===== config.mk =====
export PLATFORM = sky130hd
export DESIGN_NAME = debouncer_multi
export DESIGN_NICKNAME = d
export VERILOG_FILES = /design/src/rtl/debouncer_pkg.sv /design/src/rtl/debouncer_channel.sv /design/src/rtl/debouncer_multi.sv
export SDC_FILE = /design/constraint.sdc
export NUM_CORES = 1
export LEC_CHECK = 0
export CAP_MARGIN = 0
export CORE_MARGIN = 2
export CORE_UTILIZATION = 30
export CTS_BUF_LIST = sky130_fd_sc_hd__clkbuf_8 sky130_fd_sc_hd__clkbuf_16
export CTS_CLUSTER_SIZE = 12
export DETAILED_ROUTE_END_ITERATION = 7
export GPL_TIMING_DRIVEN = 0
export PLACE_DENSITY = 0.58
export SLEW_MARGIN = 5
export SYNTH_ARGS = -nofsm -noshare
export SYNTH_HDL_FRONTEND = slang
export SYNTH_SLANG_ARGS = --single-unit

===== constraint.sdc =====
create_clock -name clk_i -period 2.03 [get_ports clk_i]
set_input_delay 0.406 -clock clk_i [delete_from_list [all_inputs] [get_ports clk_i]]
set_output_delay 0.406 -clock clk_i [all_outputs]
set_load 0.02 [all_outputs]

===== src/rtl/debouncer_pkg.sv =====
// Shared types and compile-time helpers for the multi-channel key debouncer.
package debouncer_pkg;

    typedef enum logic [1:0] {
        ST_RELEASED,
        ST_CONF_PRESS,
        ST_PRESSED,
        ST_CONF_RELEASE
    } deb_state_t;

    // Rounds up so a requested time is never undershot; never returns less than one cycle.
    function automatic int cycles_from_ns(input int ns, input int mhz);
        longint c;
        c = (longint'(ns) * longint'(mhz) + 64'd999) / 64'd1000;
        return (c < 1) ? 1 : int'(c);
    endfunction

    function automatic int cnt_width(input int max_cnt);
        return (max_cnt < 1) ? 1 : $clog2(max_cnt + 1);
    endfunction

endpackage


===== src/rtl/debouncer_channel.sv =====
// One debounced key: 2-FF synchroniser, qualification FSM, level and strobe registers.
// Long-press strobe exists only when DEBOUNCER_MULTI_LONG_PRESS_EN is defined.
//
// state           | meaning
// ST_RELEASED     | key accepted as released, waiting for a press sample
// ST_CONF_PRESS   | press seen, counting stable cycles before accepting
// ST_PRESSED      | key accepted as pressed (long-press timer runs here)
// ST_CONF_RELEASE | release seen, counting stable cycles; level still reads pressed
module debouncer_channel
    import debouncer_pkg::*;
#(
    parameter int G          = 1,
    parameter int CNT_W      = 1,
`ifdef DEBOUNCER_MULTI_LONG_PRESS_EN
    parameter int L          = 1,
`endif
    parameter bit ACTIVE_LOW = 1'b1
) (
    input  logic clk_i,
    input  logic rst_i,
    input  logic key_i,
    output logic key_state_o,
    output logic key_pressed_stb_o,
    output logic key_released_stb_o,
    output logic key_long_stb_o
);

    localparam logic [CNT_W-1:0] CNT_ONE  = CNT_W'(1);
    localparam logic [CNT_W-1:0] CNT_CONF = CNT_W'(G - 1);
`ifdef DEBOUNCER_MULTI_LONG_PRESS_EN
    localparam logic [CNT_W-1:0] CNT_LONG = CNT_W'(L);
    logic                        long_done_q;
`endif

    logic [1:0]       sync_q;
    deb_state_t       state_q;
    logic [CNT_W-1:0] cnt_q;
    logic             s;

    assign s = sync_q[1] ^ ACTIVE_LOW;

    always_ff @(posedge clk_i or posedge rst_i) begin
        if (rst_i) begin
            sync_q             <= {2{ACTIVE_LOW}};
            state_q            <= ST_RELEASED;
            cnt_q              <= '0;
            key_state_o        <= 1'b0;
            key_pressed_stb_o  <= 1'b0;
            key_released_stb_o <= 1'b0;
`ifdef DEBOUNCER_MULTI_LONG_PRESS_EN
            key_long_stb_o     <= 1'b0;
            long_done_q        <= 1'b0;
`endif
        end else begin
            sync_q             <= {sync_q[0], key_i};
            key_pressed_stb_o  <= 1'b0;
            key_released_stb_o <= 1'b0;
`ifdef DEBOUNCER_MULTI_LONG_PRESS_EN
            key_long_stb_o     <= 1'b0;
            if (state_q == ST_RELEASED) long_done_q <= 1'b0;
`endif
            case (state_q)
                ST_RELEASED: begin
                    if (s) begin
                        if (G == 1) begin
                            state_q           <= ST_PRESSED;
                            cnt_q             <= '0;
                            key_state_o       <= 1'b1;
                            key_pressed_stb_o <= 1'b1;
                        end else begin
                            state_q <= ST_CONF_PRESS;
                            cnt_q   <= CNT_ONE;
                        end
                    end
                end
                ST_CONF_PRESS: begin
                    if (!s) begin
                        state_q <= ST_RELEASED;
                        cnt_q   <= '0;
                    end else if (cnt_q == CNT_CONF) begin
                        state_q           <= ST_PRESSED;
                        cnt_q             <= '0;
                        key_state_o       <= 1'b1;
                        key_pressed_stb_o <= 1'b1;
                    end else begin
                        cnt_q <= cnt_q + CNT_ONE;
                    end
                end
                ST_PRESSED: begin
                    if (!s) begin
                        if (G == 1) begin
                            state_q            <= ST_RELEASED;
                            cnt_q              <= '0;
                            key_state_o        <= 1'b0;
                            key_released_stb_o <= 1'b1;
                        end else begin
                            state_q <= ST_CONF_RELEASE;
                            cnt_q   <= CNT_ONE;
                        end
                    end
`ifdef DEBOUNCER_MULTI_LONG_PRESS_EN
                    else begin
                        // Timer saturates at L; the done flag blocks re-firing after a bounce.
                        if (cnt_q != CNT_LONG) cnt_q <= cnt_q + CNT_ONE;
                        if (cnt_q == CNT_LONG - CNT_ONE && !long_done_q) begin
                            key_long_stb_o <= 1'b1;
                            long_done_q    <= 1'b1;
                        end
                    end
`endif
                end
                ST_CONF_RELEASE: begin
                    if (s) begin
                        state_q <= ST_PRESSED;
                        cnt_q   <= '0;
                    end else if (cnt_q == CNT_CONF) begin
                        state_q            <= ST_RELEASED;
                        cnt_q              <= '0;
                        key_state_o        <= 1'b0;
                        key_released_stb_o <= 1'b1;
                    end else begin
                        cnt_q <= cnt_q + CNT_ONE;
                    end
                end
                default: begin
                    state_q <= ST_RELEASED;
                    cnt_q   <= '0;
                end
            endcase
        end
    end

`ifndef DEBOUNCER_MULTI_LONG_PRESS_EN
    assign key_long_stb_o = 1'b0;
`endif

endmodule


===== src/rtl/debouncer_multi.sv =====
// CHANNELS independent key debouncers with press/release strobes.
// Optional long-press strobe enabled by defining DEBOUNCER_MULTI_LONG_PRESS_EN.
module debouncer_multi
    import debouncer_pkg::*;
#(
    parameter int CLK_FREQ_MHZ   = 200,
    parameter int GLITCH_TIME_NS = 500,
    parameter int CHANNELS       = 4,
    parameter bit ACTIVE_LOW     = 1'b1,
    parameter int LONG_PRESS_NS  = 1000000
) (
    input  logic                clk_i,
    input  logic                rst_i,
    input  logic [CHANNELS-1:0] key_i,
    output logic [CHANNELS-1:0] key_state_o,
    output logic [CHANNELS-1:0] key_pressed_stb_o,
    output logic [CHANNELS-1:0] key_released_stb_o,
    output logic [CHANNELS-1:0] key_long_stb_o
);

    localparam int G = cycles_from_ns(GLITCH_TIME_NS, CLK_FREQ_MHZ);
`ifdef DEBOUNCER_MULTI_LONG_PRESS_EN
    localparam int L     = cycles_from_ns(LONG_PRESS_NS, CLK_FREQ_MHZ);
    localparam int CNT_W = cnt_width((L > G) ? L : G);
`else
    localparam int CNT_W = cnt_width(G);
`endif

    for (genvar i = 0; i < CHANNELS; i++) begin : g_ch
        debouncer_channel #(
            .G         (G),
            .CNT_W     (CNT_W),
`ifdef DEBOUNCER_MULTI_LONG_PRESS_EN
            .L         (L),
`endif
            .ACTIVE_LOW(ACTIVE_LOW)
        ) u_ch (
            .clk_i             (clk_i),
            .rst_i             (rst_i),
            .key_i             (key_i[i]),
            .key_state_o       (key_state_o[i]),
            .key_pressed_stb_o (key_pressed_stb_o[i]),
            .key_released_stb_o(key_released_stb_o[i]),
            .key_long_stb_o    (key_long_stb_o[i])
        );
    end

endmodule


Word level (Yosys, flattened, before mapping)
Cells that the tools add are included.
W data, S select, Z words.
{"block": "classes", "n_eq_ne": 48, "mux": 92, "n_reduce_logical": 20, "add_sub_neg": 4}
{"cell": "$mux W7", "n": 20}
{"cell": "$pmux W7 S4", "n": 4}
{"cell": "$mux W2", "n": 24}
{"cell": "$mux W1", "n": 36}
{"cell": "$ne A2 B1 Y1 const B", "n": 16}
{"cell": "$pmux W2 S4", "n": 4}
{"cell": "$add A7 B1 Y7 const B", "n": 4}
{"cell": "$eq A7 B7 Y1 const B", "n": 4}
{"cell": "$reduce_and A5 Y1", "n": 4}
{"cell": "$eq A2 B2 Y1 const B", "n": 8}
{"cell": "$ne A2 B2 Y1 const B", "n": 8}
{"cell": "$reduce_and A4 Y1", "n": 4}
{"cell": "$ne A3 B1 Y1 const B", "n": 4}
{"cell": "$ne A3 B3 Y1 const B", "n": 4}
{"cell": "$eq A2 B1 Y1 const B", "n": 4}
{"cell": "$logic_not A2 Y1", "n": 4}
{"cell": "$pmux W1 S2", "n": 4}
{"cell": "$reduce_and A2 Y1", "n": 4}
{"cell": "$reduce_bool A2 Y1", "n": 4}
{"block": "totals", "input_bits": 6, "ff_bits": 56, "output_inout_bits": 16, "elab_cells": 188}

Logic depth before layout (Yosys ltp)
{"block": "depth", "ltp_word": 4, "depth_mapped": 5, "mapped_depth_nobuf": 5}

Hierarchy
From an unflattened synthesis, not the netlist that was laid out.
{"block": "hier_totals", "cells_unflattened": 260, "area_unflattened_um2": 2671.3}
{"mod": "debouncer_channel (g_ch[0].u_ch ...)", "area_per_inst_um2": 664.4, "cells_per_inst": 67, "instances": 2}
{"mod": "debouncer_channel (g_ch[3].u_ch)", "area_per_inst_um2": 679.4, "cells_per_inst": 64, "instances": 1}
{"mod": "debouncer_channel (g_ch[2].u_ch)", "area_per_inst_um2": 663.1, "cells_per_inst": 62, "instances": 1}

Worst setup path after synthesis
Ideal clock, no wire load.
{"block": "synth_path", "kind": "register to register", "from": "register g_ch[3].u_ch.cnt_q[0]", "to": "register g_ch[3].u_ch.key_state_o", "path_buffers": 0, "arrival_ns": 1.711, "stages_incl_launch_ff": 5, "synth_period_minus_slack_ns": 1.834, "slack_ns": 0.196, "path_cell_list": "dfrtp_1 ha_1 or4b_4 or3_4 a211o_1"}
{"block": "synth_via", "elab_chain_cells": 3, "elab_cells_between_ends": 4, "cone_classes": "eq/ne (3); reduce/logical (1)"}
{"element": "from (decl)", "line": "debouncer_channel.sv:37", "source": "logic [CNT_W-1:0] cnt_q;"}
{"element": "from (signal assigned)", "line": "debouncer_channel.sv:86", "source": "cnt_q <= cnt_q + CNT_ONE;"}
{"element": "from (signal assigned)", "line": "debouncer_channel.sv:122", "source": "cnt_q <= cnt_q + CNT_ONE;"}
{"element": "$eq A7 B7 Y1 *", "line": "debouncer_channel.sv:80, debouncer_channel.sv:116"}
{"element": "$ne A2 B1 Y1 (no line)"}
{"element": "$reduce_and A5 Y1 (no line) *"}
{"element": "to (signal assigned)", "line": "debouncer_channel.sv:83", "source": "key_state_o <= 1'b1;"}
{"element": "to (signal assigned)", "line": "debouncer_channel.sv:94", "source": "key_state_o <= 1'b0;"}
{"element": "to (signal assigned)", "line": "debouncer_channel.sv:119", "source": "key_state_o <= 1'b0;"}
{"element": "to (decl)", "line": "debouncer_channel.sv:22", "source": "output logic key_state_o,"}
Mark *: on every way between the ends. The rest lies on a longest branch, timed or not.
A chain may end at the register's enable or synchronous reset.

Final worst setup path
{"block": "layout_path", "from": "register g_ch[3].u_ch.cnt_q[1]", "to": "register g_ch[3].u_ch.key_state_o"}
The elaborated chain is that of the path after synthesis.

==> flow_metrics.env <==
export IMPL_dpl_cell_count=385
export IMPL_period_needed_ns=1.95
export IMPL_vias_per_cell=4.68
export IMPL_arrival_ns=2.16
export IMPL_gp_congestion=0.801
export IMPL_placed_area_sq_um=2960
export IMPL_ios=22
export IMPL_grtUsageTotal_pct=9.60
export IMPL_synth_cells_most_frequent="48 x dfrtp_1, 35 x nand2_1, 22 x nand3_1"
export IMPL_min_path_type="flop to flop"
export IMPL_worstSkewPairLatency_ns=0.31
export IMPL_synth_edf_count=0
export IMPL_ir_drop_mv=0.362
export IMPL_mappedNetlistArea_sq_um=2630
export IMPL_route_detailed_wl_per_inst_um=11.0
export IMPL_min_period_over_period_pct=96.2
export IMPL_relSlewSlack_pct=54.2
export IMPL_post_synth_top_area_cell="dfrtp_1"
export IMPL_dr_total_vias=1844
export IMPL_maxCapViolCount=0
export IMPL_die_x_um=97.5
export IMPL_synth_most_common_cell="dfrtp_1"
export IMPL_finalHoldViolCount=0
export IMPL_layout_drive_gt1_share_pct=14.7
export IMPL_end_kind="flop"
export IMPL_drtPass1Iterations=4
export IMPL_yosysWarnings=0
export IMPL_overflow=0
export IMPL_final_cells=394
export IMPL_drv_slew=0
export IMPL_required_ns=2.24
export IMPL_cts_made_buffers=5
export IMPL_yosys_register_bits=56
export IMPL_cts_sinks=56
export IMPL_grt_pass1_vias=1787
export IMPL_setup_tns_ns=0
export IMPL_fmax_mhz=512
export IMPL_nets=295
export IMPL_cts_buffer_depth=2
export IMPL_worst_slack_ns=0.0767
export IMPL_leakagePower_uw=0.00132
export IMPL_worst_pin_slew_ns=0.683
export IMPL_setup_viol=0
export IMPL_cts_max_level=2
export IMPL_start_util_pct=30.5
export IMPL_cts_clk_slew_worst_paths_ns=0.11
export IMPL_powerDensity_nw_per_um2=658
export IMPL_grt_pass1_wl_um=7750
export IMPL_synthDistinctLibCells=38
export IMPL_power_uw=2020
export IMPL_synth_area_leaders="dfrtp_1 46%, dfstp_2 8.0%, nand2_1 5.0%"
export IMPL_rows=34
export IMPL_dp_hpwl_um=3080
export IMPL_postCtsHoldBufs=0
export IMPL_antenna_found_initial=0
export IMPL_final_area_sq_um=3070
export IMPL_die_area_sq_um=9510
export IMPL_synthFlopType="dfrtp_1"
export IMPL_post_place_ws_ns=0.0680
export IMPL_drt_iter0_drc=68
export IMPL_yosys_area_top_type_share_pct=45.8
export IMPL_rsz0062_at_grt="no"
export IMPL_syn_area_per_cell_sq_um=10.3
export IMPL_synthCells=256
export IMPL_core_region_area_sq_um=8590
export IMPL_status="finished, final reports clean"
export IMPL_cts_tree="yes"
export IMPL_synthArstFlopShare_pct=100
export IMPL_antennaDiodeCount=0
export IMPL_drcViolationCount=0
export IMPL_startpoint_type="flop"
export IMPL_path_max_fanout=6
export IMPL_die_y_um=97.5
export IMPL_crit_type="flop to flop"
export IMPL_root_buffer="clkbuf_8"
export IMPL_area_growth_pct=17.0
export IMPL_ys_seq_area_share_pct=53.8
export IMPL_grt_max_degree=37
export IMPL_port_buffer_count=17
export IMPL_skew_ns=0.0107
export IMPL_ant_nets=0
export IMPL_drt_total_wl_um=4330
stage by stage:
step | hold slack [ns] | utilization, %
2_1_floorplan | 0.345 | -
3_3_place_gp | 0.346 | 34.2
3_5_place_dp | 0.348 | 34.5
4_1_cts | 0.363 | 35.6
5_1_grt | 0.365 | 35.7
6_report | 0.361 | 35.7
area by class of cell:
cell class | count | area [sq um]
Fill cell | 885 | 5520
Sequential cell | 56 | 1410
Multi-Input combinational cell | 176 | 1070
Timing Repair Buffer | 19 | 198
Buffer | 20 | 135
Tap cell | 108 | 135
Clock buffer | 5 | 68.8
Clock inverter | 3 | 26.3
Inverter | 7 | 26.3
placed cells by master (no fill, tap or decap), drive strengths merged, types with 9 or more instances in the layout:
cell type      count
inv                9
dfrtp             48
o21ai             19
xor2               9
clkdlybuf4s50     17
xnor2             12
buf               18
nor2              12
nand2             35
clkbuf             9
nand3             22
state kept, by name, summed over array words and instances (netlist names), named ones only:
register and count:
g_ch.u_ch.state_q 4, g_ch.u_ch.key_pressed_stb_o 4, g_ch.u_ch.key_state_o 4, g_ch.u_ch.key_released_stb_o 4, g_ch.u_ch.sync_q 8, g_ch.u_ch.cnt_q 28
report_power, final:
part / switching [uW] / internal, uW
Sequential: 45.1 / 1160
Clock: 391 / 255
Combinational: 95.5 / 71.4
worst max-delay path: stages (launching register included):
cell	delay [ns]
dfrtp_1	0.42
ha_1	0.24
or4b_4	0.50
or3_4	0.38
a211o_1	0.31
timing repair:
item / 4_1_cts / 5_1_grt
resized for setup: 0 / 1
buffers inserted: 0 / 1
setup endpoints to repair: 0 / 2
routing by layer:
layer	part of all wire [%]	GRT usage, %	routed length [um]	vias to the layer above
met5	0	0	0	-
met4	0.37	2.88	16	0
met3	3.2	2.23	139	2
met2	47	15.8	2030	32
met1	49	12.6	2140	874
li1	-	-	-	936
worst paths after layout:
| path | startpoint | slack, ns | end | cells after the start |
|---|---|---|---|---|
| worst min-delay path | g_ch[0].u_ch.sync_q[0]$_DFF_PP1_ | 0.36 | g_ch[0].u_ch.sync_q[1]$_DFF_PP1_ | 0 |
| worst min register to register | g_ch[0].u_ch.sync_q[0]$_DFF_PP1_ | 0.36 | g_ch[0].u_ch.sync_q[1]$_DFF_PP1_ | 0 |
| worst max-delay path | g_ch[3].u_ch.cnt_q[1]$_DFFE_PP0P_ | 0.08 | g_ch[3].u_ch.key_state_o$_DFFE_PP0P_ | 4 |
| max in group asynchronous | rst_i | 1.01 | g_ch[2].u_ch.sync_q[1]$_DFF_PP1_ | 3 |
| min in group asynchronous | rst_i | 0.41 | g_ch[1].u_ch.key_state_o$_DFFE_PP0P_ | 2 |
| worst max register to register | g_ch[3].u_ch.cnt_q[1]$_DFFE_PP0P_ | 0.08 | g_ch[3].u_ch.key_state_o$_DFFE_PP0P_ | 4 |
cell families (layout without fill, tap and decap cells):
| group | Yosys count | in the layout | synth area share (%) |
|---|---|---|---|
| buf+inv | 27 | 54 | 6.15 |
| simple gates | 91 | 91 | 17.3 |
| xor+xnor | 21 | 21 | 7.01 |
| compound gates | 56 | 56 | 13.8 |
| fa+ha+maj | 4 | 4 | 1.91 |
| other cells | 1 | 4 | 0.143 |
| flops | 56 | 56 | 53.8 |
Power figures use the tool's default switching activity.
